$ cat src/rtl/pmp_csr_regfile_pkg.sv
// Shared types, CSR addresses and helpers for the PMP configuration register file.
// A-field and CSR op encodings follow the RISC-V privileged architecture.
package pmp_csr_regfile_pkg;

    typedef enum logic [1:0] {
        PMP_OFF   = 2'd0,
        PMP_TOR   = 2'd1,
        PMP_NA4   = 2'd2,
        PMP_NAPOT = 2'd3
    } pmp_a_e;

    typedef enum logic [1:0] {
        CSR_OP_READ  = 2'd0,
        CSR_OP_WRITE = 2'd1,
        CSR_OP_SET   = 2'd2,
        CSR_OP_CLEAR = 2'd3
    } csr_op_e;

    localparam logic [11:0] PMPCFG0      = 12'h3A0;
    localparam logic [11:0] PMPADDR0     = 12'h3B0;
    localparam logic [31:0] PMP_MASK_RST = 32'hFFFF_FFFC;

    typedef struct packed {
        logic       l;
        logic [1:0] rsvd;
        pmp_a_e     a;
        logic       x;
        logic       w;
        logic       r;
    } pmp_cfg_t;

    // Byte-scale compare mask: clears the trailing-ones run of {addr,2'b11}.
    function automatic logic [31:0] napot_mask(input logic [29:0] addr);
        logic [31:0] word;
        word = {addr, 2'b11};
        return ~(word & ~(word + 32'd1));
    endfunction

    // Reserved bits read zero and the reserved R=0,W=1 combination drops W.
    function automatic pmp_cfg_t cfg_warl(input pmp_cfg_t cfg);
        pmp_cfg_t res;
        res      = cfg;
        res.rsvd = 2'b00;
        if (!cfg.r && cfg.w) begin
            res.w = 1'b0;
        end
        return res;
    endfunction

endpackage

$ cat src/rtl/pmp_csr_regfile_if.sv
// CSR request/response bus between the CSR file (master) and the PMP register file (slave).
interface pmp_csr_regfile_if;

    logic        csr_valid;
    logic [1:0]  csr_op;
    logic [11:0] csr_addr;
    logic [31:0] csr_wdata;
    logic        csr_rvalid;
    logic [31:0] csr_rdata;
    logic        csr_err;

    modport master (
        output csr_valid,
        output csr_op,
        output csr_addr,
        output csr_wdata,
        input  csr_rvalid,
        input  csr_rdata,
        input  csr_err
    );

    modport slave (
        input  csr_valid,
        input  csr_op,
        input  csr_addr,
        input  csr_wdata,
        output csr_rvalid,
        output csr_rdata,
        output csr_err
    );

endinterface

$ cat src/rtl/pmp_csr_regfile_entry.sv
// One PMP entry: cfg byte, pmpaddr and its NAPOT mask, with WARL and lock rules applied locally.
// Lock decisions use the registered cfg, so a write that sets L only affects later writes.
module pmp_csr_regfile_entry
    import pmp_csr_regfile_pkg::*;
#(
    parameter int ADDR_W = 30
) (
    input  logic              clock,
    input  logic              reset,
    input  logic              wr_cfg,
    input  logic              wr_addr,
    input  pmp_cfg_t          cfg_new,
    input  logic [ADDR_W-1:0] addr_new,
    input  logic              lock_next_tor,
    output pmp_cfg_t          cfg_q,
    output logic [ADDR_W-1:0] addr_q,
    output logic [31:0]       mask_q
);

    pmp_cfg_t          cfg_d;
    logic [ADDR_W-1:0] addr_d;
    logic [31:0]       mask_d;
    logic [29:0]       addr_ext;

    always_comb begin
        cfg_d = cfg_q;
        if (wr_cfg && !cfg_q.l) begin
            cfg_d = cfg_warl(cfg_new);
        end

        addr_d = addr_q;
        if (wr_addr && !cfg_q.l && !lock_next_tor) begin
            addr_d = addr_new;
        end

        // Mask follows the post-write address so pmp_addr and pmp_mask never disagree.
        addr_ext                = '0;
        addr_ext[ADDR_W-1:0]    = addr_d;
        mask_d                  = napot_mask(addr_ext);
    end

    always_ff @(posedge clock) begin
        if (reset) begin
            cfg_q  <= '0;
            addr_q <= '0;
            mask_q <= PMP_MASK_RST;
        end else begin
            cfg_q  <= cfg_d;
            addr_q <= addr_d;
            mask_q <= mask_d;
        end
    end

endmodule

$ cat src/rtl/pmp_csr_regfile.sv
// PMP CSR register file: decodes pmpcfg0/pmpaddr accesses, performs read-modify-write and
// returns the pre-modify value one cycle later; feeds registered cfg/addr/mask to the checker.
module pmp_csr_regfile
    import pmp_csr_regfile_pkg::*;
#(
    parameter int NUM_ENTRIES = 4,
    parameter int ADDR_W      = 30
) (
    input  logic                          clock,
    input  logic                          reset,
    pmp_csr_regfile_if.slave              csr,
    output logic [8*NUM_ENTRIES-1:0]      pmp_cfg,
    output logic [ADDR_W*NUM_ENTRIES-1:0] pmp_addr,
    output logic [32*NUM_ENTRIES-1:0]     pmp_mask
);

    pmp_cfg_t          cfg_q  [NUM_ENTRIES];
    logic [ADDR_W-1:0] addr_q [NUM_ENTRIES];
    logic [31:0]       mask_q [NUM_ENTRIES];

    logic [NUM_ENTRIES-1:0] wr_addr;
    logic [NUM_ENTRIES-1:0] lock_next_tor;
    logic                   is_cfg;
    logic                   is_addr;
    logic                   wr_en;
    logic                   wr_cfg;
    logic [1:0]             idx;
    logic [31:0]            old_val;
    logic [31:0]            new_val;

    logic        rvalid_d, rvalid_q;
    logic        err_d,    err_q;
    logic [31:0] rdata_d,  rdata_q;

    assign idx     = csr.csr_addr[1:0];
    assign is_cfg  = (csr.csr_addr == PMPCFG0);
    assign is_addr = (csr.csr_addr[11:2] == PMPADDR0[11:2]) && ({1'b0, idx} < 3'(NUM_ENTRIES));
    assign wr_en   = csr.csr_valid && (csr.csr_op != CSR_OP_READ);
    assign wr_cfg  = wr_en && is_cfg;

    // Pre-modify value; unimplemented cfg bytes and pmpaddr bits above ADDR_W read as zero.
    always_comb begin
        old_val = '0;
        if (is_cfg) begin
            for (int i = 0; i < NUM_ENTRIES; i++) begin
                old_val[8*i +: 8] = cfg_q[i];
            end
        end else if (is_addr) begin
            for (int i = 0; i < NUM_ENTRIES; i++) begin
                if (idx == 2'(i)) begin
                    old_val[ADDR_W-1:0] = addr_q[i];
                end
            end
        end
    end

    always_comb begin
        case (csr.csr_op)
            CSR_OP_SET:   new_val = old_val | csr.csr_wdata;
            CSR_OP_CLEAR: new_val = old_val & ~csr.csr_wdata;
            default:      new_val = csr.csr_wdata;
        endcase
    end

    for (genvar i = 0; i < NUM_ENTRIES; i++) begin : g_entry
        assign wr_addr[i] = wr_en && is_addr && (idx == 2'(i));

        // A locked TOR entry also protects the address below it, its range base.
        if (i + 1 < NUM_ENTRIES) begin : g_tor
            assign lock_next_tor[i] = cfg_q[i+1].l && (cfg_q[i+1].a == PMP_TOR);
        end else begin : g_last
            assign lock_next_tor[i] = 1'b0;
        end

        pmp_csr_regfile_entry #(
            .ADDR_W (ADDR_W)
        ) u_entry (
            .clock         (clock),
            .reset         (reset),
            .wr_cfg        (wr_cfg),
            .wr_addr       (wr_addr[i]),
            .cfg_new       (pmp_cfg_t'(new_val[8*i +: 8])),
            .addr_new      (new_val[ADDR_W-1:0]),
            .lock_next_tor (lock_next_tor[i]),
            .cfg_q         (cfg_q[i]),
            .addr_q        (addr_q[i]),
            .mask_q        (mask_q[i])
        );

        assign pmp_cfg[8*i +: 8]          = cfg_q[i];
        assign pmp_addr[ADDR_W*i +: ADDR_W] = addr_q[i];
        assign pmp_mask[32*i +: 32]        = mask_q[i];
    end

    always_comb begin
        rvalid_d = csr.csr_valid;
        err_d    = csr.csr_valid && !is_cfg && !is_addr;
        rdata_d  = csr.csr_valid ? old_val : '0;
    end

    always_ff @(posedge clock) begin
        if (reset) begin
            rvalid_q <= 1'b0;
            err_q    <= 1'b0;
            rdata_q  <= '0;
        end else begin
            rvalid_q <= rvalid_d;
            err_q    <= err_d;
            rdata_q  <= rdata_d;
        end
    end

    assign csr.csr_rvalid = rvalid_q;
    assign csr.csr_err    = err_q;
    assign csr.csr_rdata  = rdata_q;

endmodule

$ cat src/flat_wrapper.sv
// flat-port wrapper written by rule: the top's interface ports become plain ports
module pmp_csr_regfile_flat import pmp_csr_regfile_pkg::*;
#(
    parameter int NUM_ENTRIES = 4,
    parameter int ADDR_W      = 30
)
  (clock, reset, pmp_cfg, pmp_addr, pmp_mask, csr_csr_valid, csr_csr_op, csr_csr_addr, csr_csr_wdata, csr_csr_rvalid, csr_csr_rdata, csr_csr_err);
  pmp_csr_regfile_if csr_i ();
  input  logic clock;
  input  logic reset;
  output logic [8*NUM_ENTRIES-1:0] pmp_cfg;
  output logic [ADDR_W*NUM_ENTRIES-1:0] pmp_addr;
  output logic [32*NUM_ENTRIES-1:0] pmp_mask;
  input wire logic [$bits(csr_i.csr_valid)-1:0] csr_csr_valid;
  input wire logic [$bits(csr_i.csr_op)-1:0] csr_csr_op;
  input wire logic [$bits(csr_i.csr_addr)-1:0] csr_csr_addr;
  input wire logic [$bits(csr_i.csr_wdata)-1:0] csr_csr_wdata;
  output wire logic [$bits(csr_i.csr_rvalid)-1:0] csr_csr_rvalid;
  output wire logic [$bits(csr_i.csr_rdata)-1:0] csr_csr_rdata;
  output wire logic [$bits(csr_i.csr_err)-1:0] csr_csr_err;
  assign csr_i.csr_valid = csr_csr_valid;
  assign csr_i.csr_op = csr_csr_op;
  assign csr_i.csr_addr = csr_csr_addr;
  assign csr_i.csr_wdata = csr_csr_wdata;
  assign csr_csr_rvalid = csr_i.csr_rvalid;
  assign csr_csr_rdata = csr_i.csr_rdata;
  assign csr_csr_err = csr_i.csr_err;
  pmp_csr_regfile #(.NUM_ENTRIES(NUM_ENTRIES), .ADDR_W(ADDR_W)) u_core (.clock(clock), .reset(reset), .csr(csr_i), .pmp_cfg(pmp_cfg), .pmp_addr(pmp_addr), .pmp_mask(pmp_mask));
endmodule
$ cat config.mk
export PLATFORM = sky130hd
export DESIGN_NAME = pmp_csr_regfile_flat
export DESIGN_NICKNAME = d
export VERILOG_FILES = /design/src/rtl/pmp_csr_regfile_pkg.sv /design/src/rtl/pmp_csr_regfile_if.sv /design/src/rtl/pmp_csr_regfile_entry.sv /design/src/rtl/pmp_csr_regfile.sv /design/src/flat_wrapper.sv
export SDC_FILE = /design/constraint.sdc
export NUM_CORES = 1
export LEC_CHECK = 0
export ABC_AREA = 1
export CAP_MARGIN = 10
export CELL_PAD_IN_SITES_DETAIL_PLACEMENT = 0
export CELL_PAD_IN_SITES_GLOBAL_PLACEMENT = 2
export CORE_MARGIN = 5
export CORE_UTILIZATION = 26
export DETAILED_ROUTE_END_ITERATION = 7
export GPL_TIMING_DRIVEN = 0
export PLACE_DENSITY_LB_ADDON = 0.3
export SYNTH_ARGS = -nofsm -noshare
export SYNTH_HDL_FRONTEND = slang
export SYNTH_SLANG_ARGS = --single-unit
$ cat constraint.sdc
create_clock -name clock -period 3 [get_ports clock]
set_input_delay 0.75 -clock clock [delete_from_list [all_inputs] [get_ports clock]]
set_output_delay 0.75 -clock clock [all_outputs]
set_load 0.03 [all_outputs]
---- Word-level counts from Yosys, hierarchy flattened ----
Cells that the tools add are included.
storage, ports and cells
  bits in registers ....................... 306
  input bits .............................. 49
  word-level logic and storage cells ...... 120
operators by class
  add/sub/neg operators ................... 4
  equality and inequality tests ........... 10
  muxes and demuxes ....................... 16
  bitwise operators ....................... 16
  reductions and logical operators ........ 43
operator list
  cell                                              number
  two-way mux 30 bit                                10
  NOT 32 bit                                        9
  bitwise AND 32 bit                                5
  adder 32 x 1 -> 32 bit (second input constant)    4
  one-hot mux 32 bit (2 select lines)               1
  OR 32 bit                                         1
  logical AND 1 bit                                 27
  zero test 1 bit                                   13
  == test 12 x 10 -> 1 bit (second input constant)  1
  == test 10 x 8 -> 1 bit (second input constant)   1
  == test 2 x 1 -> 1 bit (second input constant)    4
  == test 2 bit (second input constant)             4
  two-way mux 1 bit                                 4
  zero test 2 bit                                   1
  two-way mux 2 bit                                 1
  nonzero test 2 bit                                1
  OR reduction 2 bit                                1
  NOT 1 bit                                         1

---- Depth between registers and ports, before layout ----
  depth after elaboration ................. 14
  depth in mapped cells ................... 17

---- Hierarchy ----
A second synthesis with hierarchy kept.
second synthesis, totals
  cell total of the unflattened synthesis .. 2,153
  area total of the unflattened synthesis .. 14,031.0 µm²
by module, submodules not included
  module                 times used  cells an instance  area each (µm²)
  pmp_csr_regfile_entry  4           366                2,648.8
  pmp_csr_regfile        1           689                3,435.8

---- Worst setup path before layout ----
OpenSTA, ideal clock, no wires.
  path type ............................... input-to-reg
  from .................................... input csr_csr_addr[11]
  to ...................................... register u_core.g_entry[3].u_entry.mask_q[21]
  library setup time ...................... 0.132 ns
  arrival time ............................ 2.350 ns
  required time ........................... 2.868 ns
  setup slack ............................. 0.517 ns
  cell stages on the path ................. 13
  buffers on the path ..................... 1
  cells stage by stage .................... nor2_1 -> nand3_1 -> nor2_2 -> nand2_4 -> nor3_4 -> buf_6 -> nand2_2 -> o21ai_2 -> nand2_2 -> nor2_4 -> nand2_1 -> nor2_4 -> nand4_1
on the way
  longest elaborated chain between the ends .. 10
  elaborated cells on any way between the ends .. 15
  those cells by class .................... 1 x add/sub; 2 x eq/ne; 4 x mux; 5 x bitwise; 3 x reduce/logical
ends and longest elaborated chain
  item                                             line                                          source
  from (decl)                                      flat_wrapper.sv:16                            input wire logic [$bits(csr_i.csr_addr)-1:0] csr_csr_addr;
  == test 10 x 8 -> 1 bit                          pmp_csr_regfile.sv:37                         assign is_addr = (csr.csr_addr[11:2] == PMPADDR0[11:2]) && ({1'b0, idx} < 3'(NUM_ENTRIES));
  two-way mux 30 bit                               pmp_csr_regfile.sv:48                         end else if (is_addr) begin
  two-way mux 30 bit                               pmp_csr_regfile.sv:44                         if (is_cfg) begin
  bitwise AND 32 bit or OR 32 bit (tied branches)  pmp_csr_regfile.sv:60, pmp_csr_regfile.sv:59
  one-hot mux 32 bit (2 select lines)              pmp_csr_regfile.sv:58                         case (csr.csr_op)
  two-way mux 30 bit *                             pmp_csr_regfile_entry.sv:32                   if (wr_addr && !cfg_q.l && !lock_next_tor) begin
  adder 32 x 1 -> 32 bit                           pmp_csr_regfile_pkg.sv:36                     return ~(word & ~(word + 32'd1));
  NOT 32 bit                                       pmp_csr_regfile_pkg.sv:36
  bitwise AND 32 bit *                             pmp_csr_regfile_pkg.sv:36
  NOT 32 bit *                                     pmp_csr_regfile_pkg.sv:36
  to (signal assigned)                             pmp_csr_regfile_entry.sv:50                   mask_q <= mask_d;
  to (decl)                                        pmp_csr_regfile_entry.sv:17                   output logic [31:0] mask_q
Mark *: on every way between the ends. The rest lies on a longest branch, timed or not.
A chain may end at the register's enable or synchronous reset.

---- Worst setup path after layout ----
  from .................................... input csr_csr_addr[7]
  to ...................................... register u_core.g_entry[1].u_entry.mask_q[22]
on the way
  longest elaborated chain between the ends .. 10
  elaborated cells on any way between the ends .. 16
  those cells by class .................... 1 x add/sub; 2 x eq/ne; 4 x mux; 5 x bitwise; 4 x reduce/logical
ends and longest elaborated chain
  item                                                                      line                                                source
  == test 10 x 8 -> 1 bit                                                   pmp_csr_regfile.sv:37
  two-way mux 30 bit or logical AND 1 bit (tied branches)                   pmp_csr_regfile.sv:48, pmp_csr_regfile.sv:66
  two-way mux 30 bit or logical AND 1 bit (tied branches)                   pmp_csr_regfile.sv:44, pmp_csr_regfile.sv:66
  bitwise AND 32 bit (tied with other cells)                                pmp_csr_regfile.sv:60                               CSR_OP_CLEAR: new_val = old_val & ~csr.csr_wdata;
  one-hot mux 32 bit (2 select lines) or logical AND 1 bit (tied branches)  pmp_csr_regfile.sv:58, pmp_csr_regfile_entry.sv:32
  two-way mux 30 bit *                                                      pmp_csr_regfile_entry.sv:32
  adder 32 x 1 -> 32 bit                                                    pmp_csr_regfile_pkg.sv:36
  NOT 32 bit                                                                pmp_csr_regfile_pkg.sv:36
  bitwise AND 32 bit *                                                      pmp_csr_regfile_pkg.sv:36
  NOT 32 bit *                                                              pmp_csr_regfile_pkg.sv:36
  to (signal assigned)                                                      pmp_csr_regfile_entry.sv:50
  to (decl)                                                                 pmp_csr_regfile_entry.sv:17
Marked as above.

==> run metrics <==
fmax 339 MHz; cell family with most CP delay simple AND/OR/NAND/NOR gates; Post-synth EDFFs 0; Area contributors post-synth dfxtp_1, nand2_1, nand3_1; global-route usage over all layers 24.2%; crit-path most repeated cell nor2_4; post-synth cell types 35; die area 54,800 sq um; Port Buffers 343; first-pass GRT wire length 94,900 um; Post-Syn Instances 1,845; drt drc 0; vias after detailed routing 13,739; CTS H-tree depth 2; Final Hold Fails 0; Max VDD drop 0.309 mV; # fillers 5,289; Final nets 2,340; RSZ-0062 raised after global routing yes; Seq cells post-synth 297; Syn Area/Cell 7.08 sq um; gr ovfl total 0; r2r setup slk 380 ps; Slew @ Worst Pin 1320 ps; WL/cell 23.1 um; initial DRC count 1,030; CP Cell Sequence clkdlybuf4s50_1 > inv_1 > nor2_2 > nand3_2 > nor2_4 > buf_8 > clkbuf_16 > nand4_1 > nand2_4 > nand2_1 > nand2_2 > nand3_2 > nor2_4 > nand2_2 > nor2_4 > nand4_1; max_slew headroom 12.0%; Area Overhead vs Synth 51.9%; DP Area 17,400 sq um; first drt pass iteration count 6; Leak 7.93 nW; post-route minimum period 2950 ps; slowest CP cell clkdlybuf4s50_1; I/O pin cnt 363; synth warn 0; Core Area 50,000 sq um; CTS tree built; PwrDens 463 nW/um^2; asr flop ratio synth 0%; MaxCap Viol Count 0; Die Ht 234 um; fin area 19,900 sq um; leading cell types by count after synthesis nand2_1, dfxtp_1, nor2_1; top-count cell post-synth nand2_1; Startpoint Class input pin; Site Rows 82; post-synth top area cell dfxtp_1; crit-path max cell delay 450 ps; setup violation total in the final timing report 0; period utilization 98.2%; Final Skew 28.8 ps; Top FF cell, synth dfxtp_1; worst endpoint required time 3390 ps; post-DR vias/cell 4.59; hpwl dp 55,000 um; Pins Over Slew Limit 0; initial antenna violation count 3; vias in the first global route 13,209; Num CTS Buffers 38; Worst Hold Class flop to flop; Sink Count 297; Worst-path clk slew 60 ps; status finished, final reports clean; setup TNS 0 ps; Antenna Nets Post-Route 0; dpl ws -1210 ps; Post-Route WL 69,200 um; buffers and inverters on the worst path 4; fin worst setup slack 53.7 ps; routability cong. 0.909; crit path DAT 3340 ps; clk_lat worst skew 580 ps; post-synthesis cell area 13,100 sq um; initial cell density of the core 26.1%; crit path kind input pin to flop; Max Buffers Root-to-Sink 3; share of cells above drive strength 1 18.4%; pin count of the biggest net entering global routing 13; Seq/Total Area, Yosys 45.5%; area fraction of the dominant cell type after synthesis 45.5%; CP Max Fanout 7; CP Capture Type flop; Root Driver clkbuf_16; DIE WIDTH 234 um
[worst min-delay path: stages (launching register included)]
cell     delay (ps)
dfxtp_1         320
nand2_1          60
a21oi_1          50
[power by group]
part           internal (mW)  switching [mW]
sequential              3.95        0.000511
combinational          0.156           0.402
clock                   2.77            1.92
[cell families after synthesis]
kind of cell           count (synthesis)  synth area share (%)
and+or+nand+nor                     1103                  37.8
DFF                                  297                  45.5
buffers and inverters                293                  10.1
AOI/OAI and AO/OA                    151                  6.55
other                                  1                0.0287
[layout make-up]
cell class              count  area [sq um]  area share, %
multi-input cells        1271          6480           32.6
flip-flops and latches    297          5950           30.0
repair buffers            390          3900           19.6
clock buffers              52          1100           5.57
well taps                 672           841           4.24
inverters                 209           797           4.01
plain buffers              84           607           3.06
clock inverters            16           168          0.845
diodes                      4          10.0         0.0504
[layout by cell type, fill, tap and decap left out, types with 12 or more instances in the layout]
cell type	synthesis	layout
nand3_2	5	22
nor3_1	13	12
nand3_1	208	186
nor2_1	229	200
buf_4	30	64
clkbuf_1	29	25
o21ai_2	20	28
o21ai_0	36	28
inv_1	197	194
conb_1	1	17
nand4_1	35	35
clkdlybuf4s50_1	0	340
clkbuf_16	0	40
o21ai_1	32	28
a21oi_1	53	53
nand2_2	26	58
nand2_4	3	20
or2_2	29	29
nor2_2	25	33
dfxtp_1	297	297
nand2_1	501	452
nor2_4	9	30
buf_6	11	16
[metal layers]
metal	share of wire, %	vias up	track usage, %
met2	46	439	39.0
met4	2.7	2	6.79
met5	0.017	-	0
li1	-	6716	-
met3	6.0	85	4.33
met1	46	6497	33.4
[registers in the layout, indices dropped and copies added, names as in the netlist]
name,count
u_core.csr.csr_rvalid,1
u_core.g_entry.u_entry.cfg_q,24
u_core.g_entry.u_entry.addr_q,120
u_core.csr.csr_rdata,31
u_core.csr.csr_err,1
u_core.g_entry.u_entry.mask_q,120
[per-stage QoR]
step | cells | hold slack, ps | utilization, % | power (mW)
after global routing | 2993 | 508 | 39.7 | 9.47
after detailed placement | 2876 | 472 | 34.8 | 4.54
after CTS | 2968 | 481 | 38.2 | 9.27
final | 2995 | 485 | 39.7 | 9.19
after floorplan | 1861 | 597 | - | 4.28
after global placement | 2876 | 470 | 34.8 | 4.54
[repair_timing]
item                       4_1_cts  5_1_grt
gates cloned                     1        1
setup buffers                   23       23
gates resized for setup         57      156
pin swaps                       17       37
setup endpoints to repair      119       87
hold buffers                     0        0
[final timing paths]
check | end | from | cells after the start
max | u_core.g_entry[1].u_entry.mask_q[22] | csr_csr_addr[7] | 16
min | u_core.g_entry[2].u_entry.cfg_q[1] | u_core.g_entry[2].u_entry.cfg_q[1] | 2
max reg2reg | u_core.g_entry[2].u_entry.mask_q[21] | u_core.g_entry[3].u_entry.cfg_q[7] | 12
min reg2reg | u_core.g_entry[2].u_entry.cfg_q[1] | u_core.g_entry[2].u_entry.cfg_q[1] | 2
Note: power is estimated with default switching activity, not from simulation.
